===== config.mk =====
export PLATFORM = sky130hd
export DESIGN_NAME = itree_loader
export DESIGN_NICKNAME = d
export VERILOG_FILES = /design/src/rtl/itree_loader.sv
export SDC_FILE = /design/constraint.sdc
export NUM_CORES = 1
export LEC_CHECK = 0
export CAP_MARGIN = 20
export CORE_ASPECT_RATIO = 0.9
export CORE_MARGIN = 5
export CORE_UTILIZATION = 50
export CTS_CLUSTER_SIZE = 25
export DETAILED_ROUTE_END_ITERATION = 8
export GPL_ROUTABILITY_DRIVEN = 1
export PLACE_DENSITY = 0.73
export SETUP_SLACK_MARGIN = 0.5
export SLEW_MARGIN = 20
export SYNTH_ARGS = -nofsm -noshare
export SYNTH_HDL_FRONTEND = slang
export SYNTH_SLANG_ARGS = --single-unit

===== constraint.sdc =====
create_clock -name clk -period 8.8 [get_ports clk]
set_clock_uncertainty 0.05 [all_clocks]
set_input_delay 1.76 -clock clk [delete_from_list [all_inputs] [get_ports clk]]
set_output_delay 1.76 -clock clk [all_outputs]
set_load 0.005 [all_outputs]

===== src/rtl/itree_loader.sv =====
// Byte-serial isolation-tree configuration loader: assembles a checksummed frame
// into a shadow register and hands it to the detector until the load is confirmed.
module itree_loader #(
    parameter int unsigned TREE_BYTES = 32,
    parameter int unsigned ERR_CNT_W  = 8
) (
    input  logic                    clk,
    input  logic                    reset,
    input  logic [7:0]              cfg_data,
    input  logic                    cfg_valid,
    input  logic                    cfg_last,
    output logic                    cfg_ready,
    input  logic                    data_valid_mon,
    output logic [8*TREE_BYTES-1:0] itree_out,
    output logic                    load_itree,
    output logic                    frame_err,
    output logic [ERR_CNT_W-1:0]    err_count,
    output logic [7:0]              frames_ok
);

    localparam int unsigned TREE_W = 8 * TREE_BYTES;
    localparam int unsigned CNT_W  = $clog2(TREE_BYTES + 1);

    typedef enum logic [1:0] {
        COLLECT,
        DRAIN,
        CHECK,
        PRESENT
    } state_t;

    state_t             state;
    logic [CNT_W-1:0]   byte_cnt;
    logic [7:0]         chk;
    logic [7:0]         cks;
    logic [TREE_W-1:0]  shadow;
    logic               xfer;
    logic               tree_phase;
    logic               reject_c;

    assign cfg_ready = (state == COLLECT) || (state == DRAIN);

    // Every rejection cause funnels through one flag so the cleanup is shared.
    always_comb begin
        xfer       = cfg_valid && cfg_ready;
        tree_phase = (byte_cnt < CNT_W'(TREE_BYTES));
        reject_c   = 1'b0;
        case (state)
            COLLECT: reject_c = xfer && cfg_last && tree_phase;
            DRAIN:   reject_c = xfer && cfg_last;
            CHECK:   reject_c = (chk != cks);
            default: reject_c = 1'b0;
        endcase
    end

    always_ff @(posedge clk or negedge reset) begin
        if (!reset) begin
            state      <= COLLECT;
            byte_cnt   <= '0;
            chk        <= '0;
            cks        <= '0;
            shadow     <= '0;
            itree_out  <= '0;
            load_itree <= 1'b0;
            frame_err  <= 1'b0;
            err_count  <= '0;
            frames_ok  <= '0;
        end else begin
            frame_err <= reject_c;
            if (reject_c) begin
                state    <= COLLECT;
                byte_cnt <= '0;
                chk      <= '0;
                if (err_count != '1) begin
                    err_count <= err_count + 1'b1;
                end
            end else begin
                case (state)
                    COLLECT: begin
                        if (xfer) begin
                            if (tree_phase) begin
                                shadow[8*byte_cnt +: 8] <= cfg_data;
                                chk                     <= chk ^ cfg_data;
                                byte_cnt                <= byte_cnt + 1'b1;
                            end else if (cfg_last) begin
                                cks   <= cfg_data;
                                state <= CHECK;
                            end else begin
                                state <= DRAIN;
                            end
                        end
                    end
                    DRAIN: begin
                        state <= DRAIN;
                    end
                    CHECK: begin
                        itree_out  <= shadow;
                        load_itree <= 1'b1;
                        frames_ok  <= frames_ok + 8'd1;
                        byte_cnt   <= '0;
                        chk        <= '0;
                        state      <= PRESENT;
                    end
                    PRESENT: begin
                        // Detector samples the tree only on a data_valid cycle.
                        if (data_valid_mon) begin
                            load_itree <= 1'b0;
                            state      <= COLLECT;
                        end
                    end
                    default: state <= COLLECT;
                endcase
            end
        end
    end

endmodule


==> results by group, run 1 <==
STA
  – Fin. Hold Viols: 0
  – Final worst path period need: 4.505 ns
  – Maximum achievable frequency: 0.2220 GHz
  – Unrepaired setup endpoints after global routing: false
  – Share of the cycle needed by the critical path after routing: 0.5120
  – Worst-Margin Slew: 1.107 ns
  – # setup viols final: 0
  – Number of pins exceeding their max-slew limit in the final report: 0
  – Accumulated negative setup slack: 0 ns
  – Headroom to the max-slew limit: 0.2621

Setup path
  – Startpoint of the most critical register-to-register path: byte_cnt[0]$_DFFE_PN0P_
  – Critical Path Max Stage Delay: 0.66 ns
  – Kind of end point of the critical path: flop
  – Number of cells on the worst reg-to-reg path: 7
  – Required time worst endpoint: 9.23 ns
  – Kind of start point of the critical path: input port
  – Data arrival time at the worst-slack endpoint: 4.93 ns
  – Kind of critical path: in -> reg
  – Max FO, Critical Path: 53
  – Worst setup path startpoint: cfg_valid
  – Terminus of the critical flop-to-flop path: shadow[134]$_DFFE_PN0P_
  – Capturing instance or port of the critical path: itree_out[198]$_DFFE_PN0P_
  – Setup slack, reg-to-reg: 4.69 ns
  – Cells along the critical path: clkdlybuf4s50_1, nand2_1, a211o_1, nand2_1, nor2_4, buf_4, buf_4, mux2_2
  – Crit path max-delay cell type: sky130_fd_sc_hd__buf_4

Synth
  – Number of flops mapped to enable cells by yosys: 0
  – Number of warnings printed during yosys synthesis: 0
  – Sequential cell area fraction in the yosys report: 0.6126
  – Mean Syn Cell Area: 13.34 sq um
  – Synthesized instance count: 1,697
  – Commonest register cell after synthesis: sky130_fd_sc_hd__dfrtp_1
  – Cell area after synthesis: 0.02263 sq mm
  – Distinct cell type count of the synthesized netlist: 62
  – Async set or reset register ratio after synthesis: 1.000
  – Synthesized netlist net count: 1,719
  – FF+latch count, synth: 554

Final layout
  – Commonest non-fill, non-tap cell in the layout: sky130_fd_sc_hd__dfrtp_1
  – Post-layout net count: 1,981
  – Top library cells by usage in the layout, fill and taps aside: sky130_fd_sc_hd__dfrtp_1 (554), sky130_fd_sc_hd__mux2_2 (302), sky130_fd_sc_hd__clkdlybuf4s50_1 (286)
  – Final Instance Count excl. Fillers: 2,608
  – Antenna Diode Count: 0
  – Share of layout cells above drive strength 1: 0.2285
  – Area growth from synthesis to final layout: 23.21%
  – Finished Core Util: 0.6184

Power and ir drop
  – Peak supply drop: 0.2139 mV
  – Power density cells: 241.7 mW/mm^2
  – Reported leakage power: 0.01238 uW

Clock tree
  – Num Clock Sinks: 554
  – Count of hold-fix buffers inserted at cts: 0
  – Bufs on Longest Clock Path: 3
  – Post-CTS setup buffers: 0
  – CTS resizes: 0
  – Insertion delay to the later sink of the worst-skew pair: 0.59 ns
  – H-tree levels: 2
  – TritonCTS buffer count: 56
  – Clock transition at path regs: 0.06 ns
  – Clock tree from TritonCTS: done
  – CTS root buf: sky130_fd_sc_hd__clkbuf_16

Run status
  – Status: finished, final reports clean

GRT
  – Number of global-route vias before repair: 15.15k
  – Pin count of the biggest net entering global routing: 181
  – Tot GR Track Use: 0.2316
  – GR Overflow Total: 0
  – Wire length of the first global-routing pass: 89,840 um
  – Number of antenna violations at the first check in global routing: 2

Hold path
  – Worst min-delay path class: reg -> reg
  – Worst hold start: frames_ok[7]$_DFFE_PN0P_

Run
  – Count of maximum capacitance violations: 0

Floorplanning
  – Count of boundary I/O pins: 288
  – Cell Rows: 74
  – Total core area: 0.04509 sq mm
  – Horizontal die dimension: 234.3 um
  – Initial core utilization: 0.5019
  – Die Ht: 211.8 um
  – Die footprint: 0.04962 sq mm

Routing
  – Total via count in the routed design: 14.85k
  – Via-per-instance ratio: 5.694
  – Per-cell routed wire length: 22.21 um
  – Aggregate routed wire length: 57,910 um
  – Detailed router's first-iteration violation count: 1,305
  – # DRC: 0
  – Antenna-violating nets left: 0
  – Length of the first detailed-routing pass in iterations: 6

Placement
  – IO buf count: 287
  – Hpwl dp: 37,580 um
  – Routability-driven placement congestion ratio: 0.8460
  – Total placed cells including tap cells: 2,508
-- how the worst min path moves through the flow --
stage                     slack [ns]  cells past startpoint                        end
after floorplan                 0.41                      1    shadow[145]$_DFFE_PN0P_
after global placement          0.41                      1   frames_ok[7]$_DFFE_PN0P_
after detailed placement        0.41                      1   frames_ok[7]$_DFFE_PN0P_
after CTS                       0.43                      1   frames_ok[7]$_DFFE_PN0P_
after global routing            0.46                      1  itree_out[81]$_DFFE_PN0P_
final                           0.43                      1   frames_ok[7]$_DFFE_PN0P_
-- synthesized netlist by cell type (all sizes together) (6+ instances only) --
cell | instances | share of area
a21oi | 21 | 0.0046
and3 | 11 | 0.0030
buf | 42 | 0.0093
clkbuf | 63 | 0.010
dfrtp | 554 | 0.61
ha | 9 | 0.0050
inv | 73 | 0.012
mux2 | 330 | 0.17
mux2i | 66 | 0.029
nand2 | 81 | 0.014
nand3 | 11 | 0.0031
nand3b | 9 | 0.0030
nand4 | 19 | 0.0058
nor2 | 25 | 0.0044
nor3 | 19 | 0.0079
o21ai | 160 | 0.035
o31ai | 113 | 0.037
or3 | 14 | 0.0039
or4 | 6 | 0.0022
xnor2 | 13 | 0.0057
xor2 | 13 | 0.0059
-- stage by stage --
stage          instance area, sq um  total power [uW]  setup WS (ns)  hold slack (ns)
6_report                      27880              6740          4.295           0.4292
5_1_grt                       27880              7035          4.157           0.4640
4_1_cts                       27860              6787          4.305           0.4324
3_5_place_dp                  26050              4425          3.681           0.4105
3_3_place_gp                  26040              4395          3.702           0.4089
2_1_floorplan                 22630              3888          5.307           0.4085
-- layout make-up --
type	count	area [sq um]
flip-flops and latches	554	13860
well taps	608	760.7
repair buffers	309	3088
clock inverters	15	131.4
inverters	74	277.8
multi-input cells	964	8074
fillers	3463	17210
clock buffers	84	1688
-- metal layers --
metal | up-vias | track usage | part of all wire
met5 | - | 0 | 0
met4 | 0 | 0.07086 | 0.026
met3 | 90 | 0.04090 | 0.054
met2 | 441 | 0.3620 | 0.48
met1 | 7724 | 0.3355 | 0.44
li1 | 6595 | - | -
-- kinds of logic after synthesis --
logic type,after synthesis,share of synthesized area
flip-flops,554,0.6126
XOR/XNOR,26,0.01156
AND/OR/NAND/NOR,221,0.05778
adder cells (fa/ha/maj),9,0.004976
multiplexers,396,0.1947
AO/OA/AOI/OAI,312,0.08636
buffers and inverters,179,0.03201
-- worst max-delay path, delay by kind of cell --
| family | cells | cell delay [ns] |
|---|---|---|
| buf+inv | 3 | 1.70 |
| compound gates | 1 | 0.40 |
| mux | 1 | 0.41 |
| simple gates | 3 | 0.59 |
-- report_power, final --
part           internal, uW  total (uW)  leakage [uW]  switching, uW
clock                  1370        2350      0.000906            971
sequential             2680        2790       0.00709            115
combinational           572        1600       0.00438           1030
-- state kept, by name, indices dropped and copies added (netlist names) --
signal / cells
byte_cnt: 6
cks: 8
state: 2
err_count: 8
shadow: 256
frame_err: 1
chk: 8
itree_out: 256
load_itree: 1
frames_ok: 8
Power figures use the tool's default switching activity.
==> inputs of run 2 (changes only) <==
--- a/config.mk
+++ b/config.mk
@@ -12,7 +12,7 @@
 export CTS_CLUSTER_SIZE = 25
 export DETAILED_ROUTE_END_ITERATION = 8
 export GPL_ROUTABILITY_DRIVEN = 1
-export PLACE_DENSITY = 0.73
+export PLACE_DENSITY = 0.76
 export SETUP_SLACK_MARGIN = 0.5
 export SLEW_MARGIN = 20
 export SYNTH_ARGS = -nofsm -noshare
==> constraint.sdc (replaced) <==
create_clock -name clk -period 3.81 [get_ports clk]
set_clock_uncertainty 0.05 [all_clocks]
set_input_delay 0.762 -clock clk [delete_from_list [all_inputs] [get_ports clk]]
set_output_delay 0.762 -clock clk [all_outputs]
set_load 0.005 [all_outputs]
==> results by group, run 2 (synthesized netlist as in run 1, its figures left out) <==
STA
  – Number of pins exceeding their max-slew limit in the final report: 0
  – Final setup margin: 0.6139 ns
  – Final worst path period need: 3.196 ns
  – Fin. Hold Viols: 0
  – Maximum achievable frequency: 0.3129 GHz
  – Hold slack: 0.1828 ns
  – Headroom to the max-slew limit: 0.3109
  – Share of the cycle needed by the critical path after routing: 0.8389
  – Unrepaired setup endpoints after global routing: false
  – Accumulated negative setup slack: 0 ns
  – # setup viols final: 0
  – Worst-Margin Slew: 1.030 ns

Final layout
  – Area growth from synthesis to final layout: 26.25%
  – Top library cells by usage in the layout, fill and taps aside: sky130_fd_sc_hd__dfrtp_1 (553), sky130_fd_sc_hd__mux2_2 (302), sky130_fd_sc_hd__clkdlybuf4s50_1 (286)
  – Commonest non-fill, non-tap cell in the layout: sky130_fd_sc_hd__dfrtp_1
  – Antenna Diode Count: 0
  – Share of layout cells above drive strength 1: 0.2516
  – Final design area excluding fillers: 0.02857 sq mm
  – Post-layout net count: 2,028
  – Count of fill cells added during filler insertion: 3,431
  – Registers with the most flip-flops: itree_out: 256 flops, shadow: 256 flops

Clock tree
  – Clock tree from TritonCTS: done
  – CTS root buf: sky130_fd_sc_hd__clkbuf_16
  – Clock transition at path regs: 0.07 ns
  – Num Clock Sinks: 554
  – H-tree levels: 2
  – Insertion delay to the later sink of the worst-skew pair: 0.60 ns
  – Bufs on Longest Clock Path: 3
  – TritonCTS buffer count: 54
  – Count of hold-fix buffers inserted at cts: 0

Power and ir drop
  – Reported leakage power: 0.01271 uW
  – Peak supply drop: 0.6115 mV
  – Power density cells: 568.7 mW/mm^2

Routing
  – Detailed router's first-iteration violation count: 1,100
  – Via-per-instance ratio: 5.715
  – Total via count in the routed design: 15.17k
  – Length of the first detailed-routing pass in iterations: 8
  – # DRC: 0
  – Antenna-violating nets left: 0
  – Aggregate routed wire length: 59,950 um
  – Per-cell routed wire length: 22.58 um

Setup path
  – Kind of start point of the critical path: flop
  – Max FO, Critical Path: 8
  – Kind of critical path: reg -> reg
  – Kind of end point of the critical path: flop
  – Required time worst endpoint: 4.26 ns
  – Data arrival time at the worst-slack endpoint: 3.65 ns

Placement
  – Cell Area, Placed: 0.02651 sq mm
  – IO buf count: 287
  – Minimum setup slack after placement: 0.3502 ns
  – Hpwl dp: 41,090 um
  – Routability-driven placement congestion ratio: 0.8449

Floorplanning
  – Total core area: 0.04509 sq mm
  – Initial core utilization: 0.5019
  – Horizontal die dimension: 234.3 um
  – Die footprint: 0.04962 sq mm
  – Count of boundary I/O pins: 288
  – Cell Rows: 74
  – Die Ht: 211.8 um

Hold path
  – Worst min-delay path class: in -> async

GRT
  – Tot GR Track Use: 0.2412
  – Number of global-route vias before repair: 15.98k
  – GR Overflow Total: 0
  – Wire length of the first global-routing pass: 93,290 um
  – Pin count of the biggest net entering global routing: 102
  – Number of antenna violations at the first check in global routing: 2

Run status
  – Status: finished, final reports clean

Run
  – Count of maximum capacitance violations: 0
run 2: cell type report:
type | instances | area [sq um] | area share
Sequential cell | 554 | 13860 | 0.4853
Multi-Input combinational cell | 964 | 8132 | 0.2846
Timing Repair Buffer | 358 | 3577 | 0.1252
Clock buffer | 73 | 1574 | 0.05509
Tap cell | 608 | 760.7 | 0.02663
Clock inverter | 24 | 384.1 | 0.01344
Inverter | 74 | 277.8 | 0.009722
run 2: critical path: stages, from the launching register on:
cell	delay, ns
sky130_fd_sc_hd__dfrtp_2	0.49
sky130_fd_sc_hd__or4_4	0.48
sky130_fd_sc_hd__nor2_1	0.12
sky130_fd_sc_hd__ha_1	0.20
sky130_fd_sc_hd__nand4b_4	0.15
sky130_fd_sc_hd__nor3_1	0.31
sky130_fd_sc_hd__nand3_1	0.38
sky130_fd_sc_hd__nor3_4	0.64
sky130_fd_sc_hd__mux2i_1	0.27
run 2: power by group:
group | internal [uW] | total (uW) | switching [uW]
clock network | 3560 | 5820 | 2250
registers | 6190 | 6440 | 256
logic | 1540 | 3990 | 2450
run 2: layer usage:
layer	track usage	up-vias	wire length, um
met5	0	-	13
met4	0.08443	2	2075
met3	0.04814	135	3667
met2	0.3981	498	29770
met1	0.3218	7840	24410
li1	-	6697	-
run 2: through the flow:
| stage | std cells | power, uW | utilization |
|---|---|---|---|
| after floorplan | 1697 | 8981 | - |
| after global placement | 2555 | 10380 | 0.5878 |
| after detailed placement | 2555 | 10460 | 0.5878 |
| after CTS | 2652 | 16310 | 0.6315 |
| after global routing | 2655 | 16920 | 0.6336 |
| final | 2655 | 16250 | 0.6336 |
run 2: repair_timing:
action,4_1_cts,5_1_grt
endpoints found under the setup margin,58,119
pin swaps,1,3
setup buffers,0,3
gates resized for setup,3,10
endpoints found under the hold margin,0,0
run 2: final timing paths:
| kind | from | cells after the start | slack (ns) | to |
|---|---|---|---|---|
| setup / recovery | byte_cnt[1]$_DFFE_PN0P_ | 8 | 0.61 | shadow[109]$_DFFE_PN0P_ |
| hold / removal | reset | 1 | 0.18 | itree_out[241]$_DFFE_PN0P_ |
| setup reg to reg | byte_cnt[1]$_DFFE_PN0P_ | 8 | 0.61 | shadow[109]$_DFFE_PN0P_ |
| hold reg to reg | frames_ok[7]$_DFFE_PN0P_ | 1 | 0.42 | frames_ok[7]$_DFFE_PN0P_ |
| max in group asynchronous | reset | 2 | 2.55 | itree_out[41]$_DFFE_PN0P_ |
| min in group clk | frames_ok[7]$_DFFE_PN0P_ | 1 | 0.42 | frames_ok[7]$_DFFE_PN0P_ |
==> inputs of run 3 (changes only) <==
--- a/config.mk
+++ b/config.mk
@@ -12,7 +12,7 @@
 export CTS_CLUSTER_SIZE = 25
 export DETAILED_ROUTE_END_ITERATION = 8
 export GPL_ROUTABILITY_DRIVEN = 1
-export PLACE_DENSITY = 0.76
+export PLACE_DENSITY = 0.73
 export SETUP_SLACK_MARGIN = 0.5
 export SLEW_MARGIN = 20
 export SYNTH_ARGS = -nofsm -noshare
==> constraint.sdc (replaced) <==
create_clock -name clk -period 3.35 [get_ports clk]
set_clock_uncertainty 0.05 [all_clocks]
set_input_delay 0.67 -clock clk [delete_from_list [all_inputs] [get_ports clk]]
set_output_delay 0.67 -clock clk [all_outputs]
set_load 0.005 [all_outputs]
==> results by group, run 3 (synthesized netlist as in run 1, its figures left out) <==
Run status
  – Status: finished, final reports clean

Final layout
  – Share of layout cells above drive strength 1: 0.3067
  – Area growth from synthesis to final layout: 30.34%
  – Registers with the most flip-flops: itree_out: 256 flops, shadow: 256 flops
  – Commonest non-fill, non-tap cell in the layout: sky130_fd_sc_hd__dfrtp_1
  – Top library cells by usage in the layout, fill and taps aside: sky130_fd_sc_hd__dfrtp_1 (554), sky130_fd_sc_hd__mux2_2 (302), sky130_fd_sc_hd__clkdlybuf4s50_1 (286)
  – Antenna Diode Count: 0
  – Final Instance Count excl. Fillers: 2,698
  – Finished Core Util: 0.6541
  – Post-layout net count: 2,074

GRT
  – Number of global-route vias before repair: 15.80k
  – GR Overflow Total: 0
  – Pin count of the biggest net entering global routing: 92
  – Tot GR Track Use: 0.2434
  – Wire length of the first global-routing pass: 94,340 um
  – Number of antenna violations at the first check in global routing: 2

Clock tree
  – Clock tree from TritonCTS: done
  – Insertion delay to the later sink of the worst-skew pair: 0.60 ns
  – Clock transition at path regs: 0.06 ns
  – Count of hold-fix buffers inserted at cts: 0
  – Num Clock Sinks: 554
  – TritonCTS buffer count: 55
  – H-tree levels: 2
  – Bufs on Longest Clock Path: 3
  – CTS root buf: sky130_fd_sc_hd__clkbuf_16

Placement
  – Total placed cells including tap cells: 2,569
  – Routability-driven placement congestion ratio: 0.8930
  – Hpwl dp: 40,630 um
  – IO buf count: 287

Setup path
  – Required time worst endpoint: 3.82 ns
  – CP top delay family: simple AND/OR/NAND/NOR gates
  – Critical Path Max Stage Delay: 0.57 ns
  – Max FO, Critical Path: 8
  – Kind of start point of the critical path: flop
  – Data arrival time at the worst-slack endpoint: 3.51 ns
  – Critical path buffer and inverter count: 1
  – Cells along the critical path: or4_4, nor2_4, ha_4, nand4b_4, or2_4, buf_6, or4b_4, or3_4, o21ai_2
  – Kind of end point of the critical path: flop
  – Crit path max-delay cell type: sky130_fd_sc_hd__or4_4
  – Kind of critical path: reg -> reg

Power and ir drop
  – Peak supply drop: 0.4891 mV
  – Power density cells: 623.4 mW/mm^2
  – Overall power: 18,390 uW
  – Reported leakage power: 0.01304 uW

Routing
  – Total via count in the routed design: 15.46k
  – # DRC: 0
  – Detailed router's first-iteration violation count: 1,306
  – Per-cell routed wire length: 23.06 um
  – Aggregate routed wire length: 62,210 um
  – Via-per-instance ratio: 5.728
  – Length of the first detailed-routing pass in iterations: 5
  – Antenna-violating nets left: 0

STA
  – Number of pins exceeding their max-slew limit in the final report: 0
  – Worst-Margin Slew: 0.7777 ns
  – Share of the cycle needed by the critical path after routing: 0.9073
  – Accumulated negative setup slack: 0 ns
  – Fin. Hold Viols: 0
  – # setup viols final: 0
  – Unrepaired setup endpoints after global routing: true
  – Final worst path period need: 3.039 ns
  – Maximum achievable frequency: 0.3290 GHz
  – Hold slack: 0.04080 ns
  – Headroom to the max-slew limit: 0.4815

Floorplanning
  – Initial core utilization: 0.5019
  – Count of boundary I/O pins: 288
  – Die footprint: 0.04962 sq mm
  – Die Ht: 211.8 um
  – Cell Rows: 74
  – Horizontal die dimension: 234.3 um
  – Total core area: 0.04509 sq mm

Hold path
  – Worst min-delay path class: in -> async

Run
  – Count of maximum capacitance violations: 0
[run 3: changes by cell type in the layout (fill, tap and decap cells not counted), sizes merged]
cell and change:
clkinvlp +1, clkbuf +14, clkinv -4, bufinv -9, o21a +1, buf +40
[run 3: final timing paths]
kind | start | end | slack [ns] | cells after the start
max in group asynchronous | reset | itree_out[1]$_DFFE_PN0P_ | 2.27 | 2
worst min register to register | frames_ok[7]$_DFFE_PN0P_ | frames_ok[7]$_DFFE_PN0P_ | 0.43 | 1
min in group clk | frames_ok[7]$_DFFE_PN0P_ | frames_ok[7]$_DFFE_PN0P_ | 0.43 | 1
worst max register to register | byte_cnt[0]$_DFFE_PN0P_ | shadow[70]$_DFFE_PN0P_ | 0.31 | 9
worst min-delay path | reset | itree_out[133]$_DFFE_PN0P_ | 0.04 | 1
worst max-delay path | byte_cnt[0]$_DFFE_PN0P_ | shadow[70]$_DFFE_PN0P_ | 0.31 | 9
[run 3: layout make-up]
type | count | area (sq um)
Tap cell | 608 | 760.7
Fill cell | 3270 | 15600
Multi-Input combinational cell | 965 | 8792
Timing Repair Buffer | 402 | 4109
Clock buffer | 83 | 1583
Sequential cell | 554 | 13860
Clock inverter | 12 | 106.4
Inverter | 74 | 281.5
[run 3: power breakdown]
| part | internal, uW | switching (uW) |
|---|---|---|
| combinational | 2050 | 3220 |
| sequential | 7040 | 260 |
| clock | 3320 | 2510 |
| total | 12400 | 5980 |
[run 3: stage by stage]
step,area (sq um),worst slack [ns]
finish,29500,0.3107
global route,29500,0.2309
CTS,28920,0.3512
detailed placement,26710,0.08877
global placement,26710,0.1734
floorplan,22670,0.2580
[run 3: what timing repair did]
item / in CTS / in global routing
setup endpoints to repair: 199 / 237
endpoints found under the hold margin: 0 / 0
setup buffers: 14 / 15
gates resized for setup: 92 / 88
gates cloned: 1 / 4
pin swaps: 23 / 28
[run 3: metal layers]
metal / wire (um) / vias to the layer above / track usage
li1: - / 6795 / -
met4: 1944 / 0 / 0.07795
met5: 0 / - / 0
met3: 3973 / 114 / 0.04533
met1: 26060 / 8064 / 0.3401
met2: 30230 / 482 / 0.3906
[run 3: worst register-to-register path, delay by kind of cell, from the launching register on]
kind | cells | cell delay, ns
adder cells (fa/ha/maj) | 1 | 0.16
AO/OA/AOI/OAI | 1 | 0.16
flip-flops | 1 | 0.38
AND/OR/NAND/NOR | 6 | 2.11
buffers and inverters | 1 | 0.12
